### src/rtl/vga_timing_pkg.sv
// ---------------------------------------------------------------------------
// vga_timing_pkg
// Shared VGA timing definitions for the capture and display blocks:
//   - default 640x480@60 porch/sync/visible constants
//   - line_total() helper used to derive H_TOTAL / V_TOTAL
//   - counter width and the capture FSM state encoding
// No ports (package).
// ---------------------------------------------------------------------------
package vga_timing_pkg;

  localparam int H_VISIBLE_DEF = 640;
  localparam int H_FP_DEF      = 16;
  localparam int H_SYNC_DEF    = 96;
  localparam int H_BP_DEF      = 48;

  localparam int V_VISIBLE_DEF = 480;
  localparam int V_FP_DEF      = 10;
  localparam int V_SYNC_DEF    = 2;
  localparam int V_BP_DEF      = 33;

  // Width of the h/v position counters and of pix_x/pix_y.
  localparam int CNT_W = 10;

  // Total period (in clocks for a line, in lines for a frame).
  function automatic int line_total(input int visible, input int fp,
                                    input int sync, input int bp);
    return visible + fp + sync + bp;
  endfunction

  localparam int H_TOTAL_DEF = line_total(H_VISIBLE_DEF, H_FP_DEF, H_SYNC_DEF, H_BP_DEF);
  localparam int V_TOTAL_DEF = line_total(V_VISIBLE_DEF, V_FP_DEF, V_SYNC_DEF, V_BP_DEF);

  typedef enum logic [1:0] {
    ST_SEARCH  = 2'd0,
    ST_MEASURE = 2'd1,
    ST_LOCKED  = 2'd2
  } cap_state_t;

endpackage

### src/rtl/vga_sync_check.sv
// ---------------------------------------------------------------------------
// vga_sync_check
// Edge detection, position counter and period/width check for one sync axis.
// Ports:
//   clk, rst_n    clock, asynchronous active-low reset
//   sync_s1       sync line already registered once (S1)
//   advance       count enable (every clock for h, every line start for v)
//   check_en      allow timing errors to be flagged
//   assert_edge   S1 shows the first asserted sample
//   cnt_next      counter value that lines up with the S1 sample
//   err           combinational timing-violation flag
// ---------------------------------------------------------------------------
module vga_sync_check
  import vga_timing_pkg::*;
#(
  parameter int   TOTAL       = 800,
  parameter int   SYNC_W      = 96,
  parameter logic SYNC_ACTIVE = 1'b0
) (
  input  logic             clk,
  input  logic             rst_n,
  input  logic             sync_s1,
  input  logic             advance,
  input  logic             check_en,
  output logic             assert_edge,
  output logic [CNT_W-1:0] cnt_next,
  output logic             err
);

  localparam logic [CNT_W-1:0] CNT_SAT   = '1;
  localparam logic [CNT_W-1:0] LAST_CNT  = CNT_W'(TOTAL - 1);
  localparam logic [CNT_W-1:0] SYNC_LAST = CNT_W'(SYNC_W - 1);

  logic             sync_s2_reg;
  logic [CNT_W-1:0] cnt_reg;
  logic             deassert_edge;

  always_ff @(posedge clk or negedge rst_n) begin
    if (!rst_n) begin
      sync_s2_reg <= ~SYNC_ACTIVE;
      cnt_reg     <= '0;
    end else begin
      sync_s2_reg <= sync_s1;
      cnt_reg     <= cnt_next;
    end
  end

  assign assert_edge   = (sync_s1 == SYNC_ACTIVE) && (sync_s2_reg != SYNC_ACTIVE);
  assign deassert_edge = (sync_s1 != SYNC_ACTIVE) && (sync_s2_reg == SYNC_ACTIVE);

  // The assertion edge restarts the count and wins over an advance in the
  // same cycle; the counter saturates rather than wrapping on lost sync.
  always_comb begin
    cnt_next = cnt_reg;
    if (assert_edge) begin
      cnt_next = '0;
    end else if (advance && (cnt_reg != CNT_SAT)) begin
      cnt_next = cnt_reg + 1'b1;
    end
  end

  // cnt_reg still holds the position of the sample before the edge, so a
  // correct period ends at TOTAL-1 and a correct pulse at SYNC_W-1.
  assign err = check_en &&
               ((assert_edge   && (cnt_reg != LAST_CNT)) ||
                (deassert_edge && (cnt_reg != SYNC_LAST)));

endmodule

### src/rtl/vga_capture.sv
// ---------------------------------------------------------------------------
// vga_capture
// Locks onto an incoming VGA stream, checks its timing and emits the
// coordinates and colour of every visible pixel.
// Ports:
//   clk, rst_n          pixel clock, asynchronous active-low reset
//   in_r/in_g/in_b      incoming colour bits
//   h_sync/v_sync       incoming sync lines (asserted level SYNC_ACTIVE)
//   pix_x/pix_y/pix_rgb captured pixel, updated only when pix_valid
//   pix_valid           outputs hold a visible pixel (2 clocks after pins)
//   frame_start         pulse alongside pixel (0,0)
//   locked              timing verified, capture enabled
//   h_err/v_err         one-cycle timing-violation pulses
//   frame_count         completed locked frames, wrapping
// ---------------------------------------------------------------------------
module vga_capture
  import vga_timing_pkg::*;
#(
  parameter int   H_VISIBLE   = H_VISIBLE_DEF,
  parameter int   H_FP        = H_FP_DEF,
  parameter int   H_SYNC      = H_SYNC_DEF,
  parameter int   H_BP        = H_BP_DEF,
  parameter int   V_VISIBLE   = V_VISIBLE_DEF,
  parameter int   V_FP        = V_FP_DEF,
  parameter int   V_SYNC      = V_SYNC_DEF,
  parameter int   V_BP        = V_BP_DEF,
  parameter logic SYNC_ACTIVE = 1'b0
) (
  input  logic        clk,
  input  logic        rst_n,
  input  logic        in_r,
  input  logic        in_g,
  input  logic        in_b,
  input  logic        h_sync,
  input  logic        v_sync,
  output logic [9:0]  pix_x,
  output logic [9:0]  pix_y,
  output logic [2:0]  pix_rgb,
  output logic        pix_valid,
  output logic        frame_start,
  output logic        locked,
  output logic        h_err,
  output logic        v_err,
  output logic [15:0] frame_count
);

  localparam int H_TOTAL = line_total(H_VISIBLE, H_FP, H_SYNC, H_BP);
  localparam int V_TOTAL = line_total(V_VISIBLE, V_FP, V_SYNC, V_BP);

  localparam logic [CNT_W-1:0] H_ACT_LO = CNT_W'(H_SYNC + H_BP);
  localparam logic [CNT_W-1:0] H_ACT_HI = CNT_W'(H_SYNC + H_BP + H_VISIBLE);
  localparam logic [CNT_W-1:0] V_ACT_LO = CNT_W'(V_SYNC + V_BP);
  localparam logic [CNT_W-1:0] V_ACT_HI = CNT_W'(V_SYNC + V_BP + V_VISIBLE);

  // S1 input registers
  logic [2:0] rgb_s1_reg;
  logic       hs_s1_reg;
  logic       vs_s1_reg;

  always_ff @(posedge clk or negedge rst_n) begin
    if (!rst_n) begin
      rgb_s1_reg <= '0;
      hs_s1_reg  <= ~SYNC_ACTIVE;
      vs_s1_reg  <= ~SYNC_ACTIVE;
    end else begin
      rgb_s1_reg <= {in_r, in_g, in_b};
      hs_s1_reg  <= h_sync;
      vs_s1_reg  <= v_sync;
    end
  end

  // Axis 0 = horizontal, axis 1 = vertical (advances on line starts).
  cap_state_t                 state_reg, state_next;
  logic [1:0]                 sync_s1;
  logic [1:0]                 advance;
  logic [1:0]                 edge_now;
  logic [1:0]                 err_now;
  logic [1:0][CNT_W-1:0]      cnt_next;
  logic                       check_en;

  assign sync_s1  = {vs_s1_reg, hs_s1_reg};
  assign advance  = {edge_now[0], 1'b1};
  // Counters are not yet aligned while searching, so no errors there.
  assign check_en = (state_reg != ST_SEARCH);

  generate
    for (genvar gi = 0; gi < 2; gi++) begin : g_axis
      localparam int TOTAL  = (gi == 0) ? H_TOTAL : V_TOTAL;
      localparam int SYNC_W = (gi == 0) ? H_SYNC  : V_SYNC;
      vga_sync_check #(
        .TOTAL       (TOTAL),
        .SYNC_W      (SYNC_W),
        .SYNC_ACTIVE (SYNC_ACTIVE)
      ) u_check (
        .clk         (clk),
        .rst_n       (rst_n),
        .sync_s1     (sync_s1[gi]),
        .advance     (advance[gi]),
        .check_en    (check_en),
        .assert_edge (edge_now[gi]),
        .cnt_next    (cnt_next[gi]),
        .err         (err_now[gi])
      );
    end
  endgenerate

  logic v_edge;
  logic any_err;
  assign v_edge  = edge_now[1];
  assign any_err = |err_now;

  always_comb begin
    state_next = state_reg;
    unique case (state_reg)
      ST_SEARCH:  if (v_edge) state_next = ST_MEASURE;
      ST_MEASURE: begin
        if (any_err)     state_next = ST_SEARCH;
        else if (v_edge) state_next = ST_LOCKED;
      end
      ST_LOCKED:  if (any_err) state_next = ST_SEARCH;
      default:    state_next = ST_SEARCH;
    endcase
  end

  // cnt_next is the position of the pixel now in S1, which keeps colour
  // and coordinates together at two clocks from the pins.
  logic             active;
  logic             capture;
  logic [CNT_W-1:0] x_off;
  logic [CNT_W-1:0] y_off;

  assign active  = (cnt_next[0] >= H_ACT_LO) && (cnt_next[0] < H_ACT_HI) &&
                   (cnt_next[1] >= V_ACT_LO) && (cnt_next[1] < V_ACT_HI);
  assign capture = active && (state_reg == ST_LOCKED);
  assign x_off   = cnt_next[0] - H_ACT_LO;
  assign y_off   = cnt_next[1] - V_ACT_LO;

  logic [9:0]  pix_x_reg;
  logic [9:0]  pix_y_reg;
  logic [2:0]  pix_rgb_reg;
  logic        pix_valid_reg;
  logic        frame_start_reg;
  logic        h_err_reg;
  logic        v_err_reg;
  logic [15:0] frame_count_reg;

  always_ff @(posedge clk or negedge rst_n) begin
    if (!rst_n) begin
      state_reg       <= ST_SEARCH;
      pix_x_reg       <= '0;
      pix_y_reg       <= '0;
      pix_rgb_reg     <= '0;
      pix_valid_reg   <= 1'b0;
      frame_start_reg <= 1'b0;
      h_err_reg       <= 1'b0;
      v_err_reg       <= 1'b0;
      frame_count_reg <= '0;
    end else begin
      state_reg       <= state_next;
      pix_valid_reg   <= capture;
      frame_start_reg <= capture && (x_off == '0) && (y_off == '0);
      h_err_reg       <= err_now[0];
      v_err_reg       <= err_now[1];
      if (capture) begin
        pix_x_reg   <= x_off;
        pix_y_reg   <= y_off;
        pix_rgb_reg <= rgb_s1_reg;
      end
      if ((state_reg == ST_LOCKED) && v_edge && !any_err) begin
        frame_count_reg <= frame_count_reg + 16'd1;
      end
    end
  end

  assign pix_x       = pix_x_reg;
  assign pix_y       = pix_y_reg;
  assign pix_rgb     = pix_rgb_reg;
  assign pix_valid   = pix_valid_reg;
  assign frame_start = frame_start_reg;
  assign locked      = (state_reg == ST_LOCKED);
  assign h_err       = h_err_reg;
  assign v_err       = v_err_reg;
  assign frame_count = frame_count_reg;

endmodule

### config.mk
export PLATFORM = sky130hd
export DESIGN_NAME = vga_capture
export DESIGN_NICKNAME = d
export VERILOG_FILES = /design/src/rtl/vga_timing_pkg.sv /design/src/rtl/vga_sync_check.sv /design/src/rtl/vga_capture.sv
export SDC_FILE = /design/constraint.sdc
export NUM_CORES = 1
export LEC_CHECK = 0
export CORE_AREA = 2 2 86 88
export CTS_BUF_LIST = sky130_fd_sc_hd__clkbuf_8
export CTS_CLUSTER_DIAMETER = 200
export DETAILED_ROUTE_END_ITERATION = 12
export DIE_AREA = 0 0 88 90
export MAX_ROUTING_LAYER = met4
export PLACE_DENSITY = 0.92
export SYNTH_ARGS = -nofsm -noshare
export SYNTH_HDL_FRONTEND = slang
export SYNTH_SLANG_ARGS = --single-unit
### constraint.sdc
create_clock -name clk -period 3.6 [get_ports clk]
set_input_delay 1.08 -clock clk [delete_from_list [all_inputs] [get_ports clk]]
set_output_delay 1.08 -clock clk [all_outputs]
set_load 0.02 [all_outputs]
==> flow_summary.toml <==
[logic_synthesis]
post_synth_num_cell_types = 68
synthesized_area_per_cell_um2 = 10.9
synth_flop_cell = "dfrtp_1"
ys_async_sr_fraction_pct = 100
synth.most_common_cell = "dfrtp_1"
synth_top_cell_by_area = "dfrtp_1"
yosys-top-cells-count = "dfrtp_1, nor2_1, nand2_1"
synth.yosys.seq_area_share_pct = 45.3
synthesis.yosys.warnings = 0
synth_area_mm2 = 0.00399
synth_top_cell_area_share_pct = 42.7
yosys_register_bits = 72
syn-instance-count = 365
yosys-top-cells-area = "dfrtp_1, mux2_4, xor2_1, ha_1, nor2_1"
synth_fp_nets = 381
number_of_synthesized_flops_with_an_enable_pin = 0

[timing]
final_hold_viol_count = 0
finalCritPeriodShare_pct = 96.9
fin_crit_ps = 3490
worst_slew_pin_slew_ps = 822
max_slew_margin_pct = 45.2
timing_limited_maximum_frequency_mhz = 287
fin_worst_skew_ps = 7.45
slew_viol_final = 0
setup_viol = 0

[global_route]
grt_util_all_layers_pct = 27.5
grt_max_degree = 38
grt_antenna_before_repair = 0
grt_pass1_wl_um = 16300
grt_pass1_vias = 3202
global_route.overflow_total = 0

[clocking]
clock_latency_at_the_later_pin_of_the_worst_skew_pair_ps = 360
h_tree_level_count = 3
tritoncts = "built"
cts.clk_slew.worst_paths_ps = 80
tritoncts_buffer_count = 9
hold_buffers = 0
cts_root_buffer = "clkbuf_8"
clock_path_buffers = 2
tritoncts_num_sinks = 72

[drt]
finalWirelength_um = 10200
post_drt_via_cell_ratio = 6.13
first_pass_iters = 5
post-route-drc-count = 0
final_antenna_net_count = 0
drt_first_iter_violations = 405
routed-via-count = 3217
detail_route.wl_per_cell_um = 19.5

[critical_path]
critical-path-slowest-cell = "nor4_4"
slowest_delay_ps = 440
worst_path_arrival_time_ps = 3740
crit_required_ps = 3850
worst_setup_path_start_kind = "register"
cp_cell_sequence = "nand4_2 > nor3_2 > a21oi_2 > xnor2_1 > nor2_1 > ha_1 > nor4_4 > o21a_1 > nand4b_1 > a21oi_1 > and4b_1 > buf_12 > mux2_2"
critPathKind = "reg -> reg"
crit_path_max_fanout = 18
worst-path-buf-inv = 1
end_kind = "register"
cp_top_family = "simple AND/OR/NAND/NOR gates"

[pwr]
power-per-cell-area_mw_per_mm2 = 431
total_leakage_power_nw = 2.13
irDropWorstVdd_uv = 362
design_power_total_mw = 2.09

[die]
die_h_um = 90
core_mm2 = 0.00702
die_x_um = 88
design.portCount = 51
start_util_pct = 56.8
die_area_mm2 = 0.00792
rows = 31

[place]
dp_hpwl_um = 6680
gpl.final_weighted_congestion = 0.870
dp.cells = 509
port_bufs = 50

[finish]
final_nets = 438
largest_register_ffs = 20
layout.cells.non_filler = 525
area_delta_synth_final_pct = 21.7
final_layout_size_suffix_gt1_share_pct = 17.6
fillCellCount = 450
insertedDiodeCount = 0

[flow_run]
timing.max_cap.violations = 0

[hold_path]
hp-class = "reg -> reg"

[status]
status = "finished clean"
## cells by family (layout without fill, tap and decap cells)
family,count (synthesis),count (layout),share of synthesized area [%]
mux,32,32,10.1
fa+ha+maj,9,9,2.82
simple gates,135,135,20.6
buf+inv,29,90,4.11
xor+xnor,27,27,5.93
compound gates,61,61,11.1
flops,72,72,45.3
## stage by stage
step | cell area [µm²] | setup slack, ps | utilization (%) | setup TNS [ps] | hold WS [ps]
after floorplan | 3990 | 367 | - | 0 | 365
after global placement | 4590 | 216 | 65.4 | 0 | 372
after detailed placement | 4590 | 61.0 | 65.4 | 0 | 372
after CTS | 4830 | 6.42 | 68.7 | 0 | 385
after global routing | 4850 | -49.0 | 69.1 | -375 | 393
final | 4850 | 111 | 69.1 | 0 | 385
## area by class of cell
type,instances,area (µm²),area share (%)
clock buffers,9,124,2.55
clock inverters,6,110,2.27
inverters,15,56.3,1.16
multi-input cells,264,2030,41.9
flip-flops and latches,72,1810,37.3
well taps,99,124,2.55
repair buffers,60,596,12.3
## placed cells by master, fill, tap and decap left out, types with 3 or more instances in the layout
master	Yosys	layout
mux2i_1	11	11
nor4_1	4	4
dfstp_2	4	4
nor2_1	30	30
dfrtp_2	0	3
o21a_1	3	3
a21oi_1	15	14
bufinv_16	0	3
dfrtp_1	68	65
or3_1	4	4
and4_1	6	6
xor2_1	15	15
inv_1	15	16
nand3_1	11	11
o21ai_0	6	6
mux2_4	14	14
clkdlybuf4s50_1	0	49
ha_1	9	8
and2_1	4	4
a211oi_1	4	4
nand2_1	20	20
clkbuf_8	0	9
nand3_2	3	3
nor4b_1	4	3
buf_4	2	8
a31oi_1	11	11
nor2b_1	4	4
xnor2_1	12	12
mux2_2	6	6
nor3_1	9	8
and3_1	8	8
nand2b_1	7	7
## worst paths after layout
| kind | from | endpoint | slack (ps) | cells after the start |
|---|---|---|---|---|
| min in group asynchronous | rst_n | pix_x[8] | 810 | 1 |
| worst max-delay path | g_axis[1].u_check.cnt_reg[8] | pix_rgb[0] | 110 | 13 |
| worst min register to register | vs_s1_reg | g_axis[1].u_check.sync_s2_reg | 380 | 0 |
| worst max register to register | g_axis[1].u_check.cnt_reg[8] | pix_rgb[0] | 110 | 13 |
| max in group asynchronous | rst_n | hs_s1_reg | 2050 | 2 |
| worst min-delay path | vs_s1_reg | g_axis[1].u_check.sync_s2_reg | 380 | 0 |
## what timing repair did
| action | 4_1_cts | 5_1_grt |
|---|---|---|
| endpoints found under the setup margin | 0 | 24 |
| endpoints found under the hold margin | 0 | 0 |
| buffers inserted | 0 | 1 |
| resized for setup | 0 | 7 |
## where the power goes
| part | internal (mW) | switching (mW) |
|---|---|---|
| sequential | 0.864 | 0.0724 |
| clock | 0.455 | 0.312 |
| combinational | 0.165 | 0.226 |
| total | 1.48 | 0.611 |
## routing by layer
metal | GRT usage [%] | routed length, µm | share of wire, % | vias up
met5 | - | 0 | 0 | -
met3 | 5.60 | 523 | 5.1 | 44
met2 | 42.7 | 5060 | 50 | 148
met1 | 35.3 | 4270 | 42 | 1592
li1 | - | - | - | 1433
met4 | 10.9 | 365 | 3.6 | 0
(Power assumes the default switching activity.)
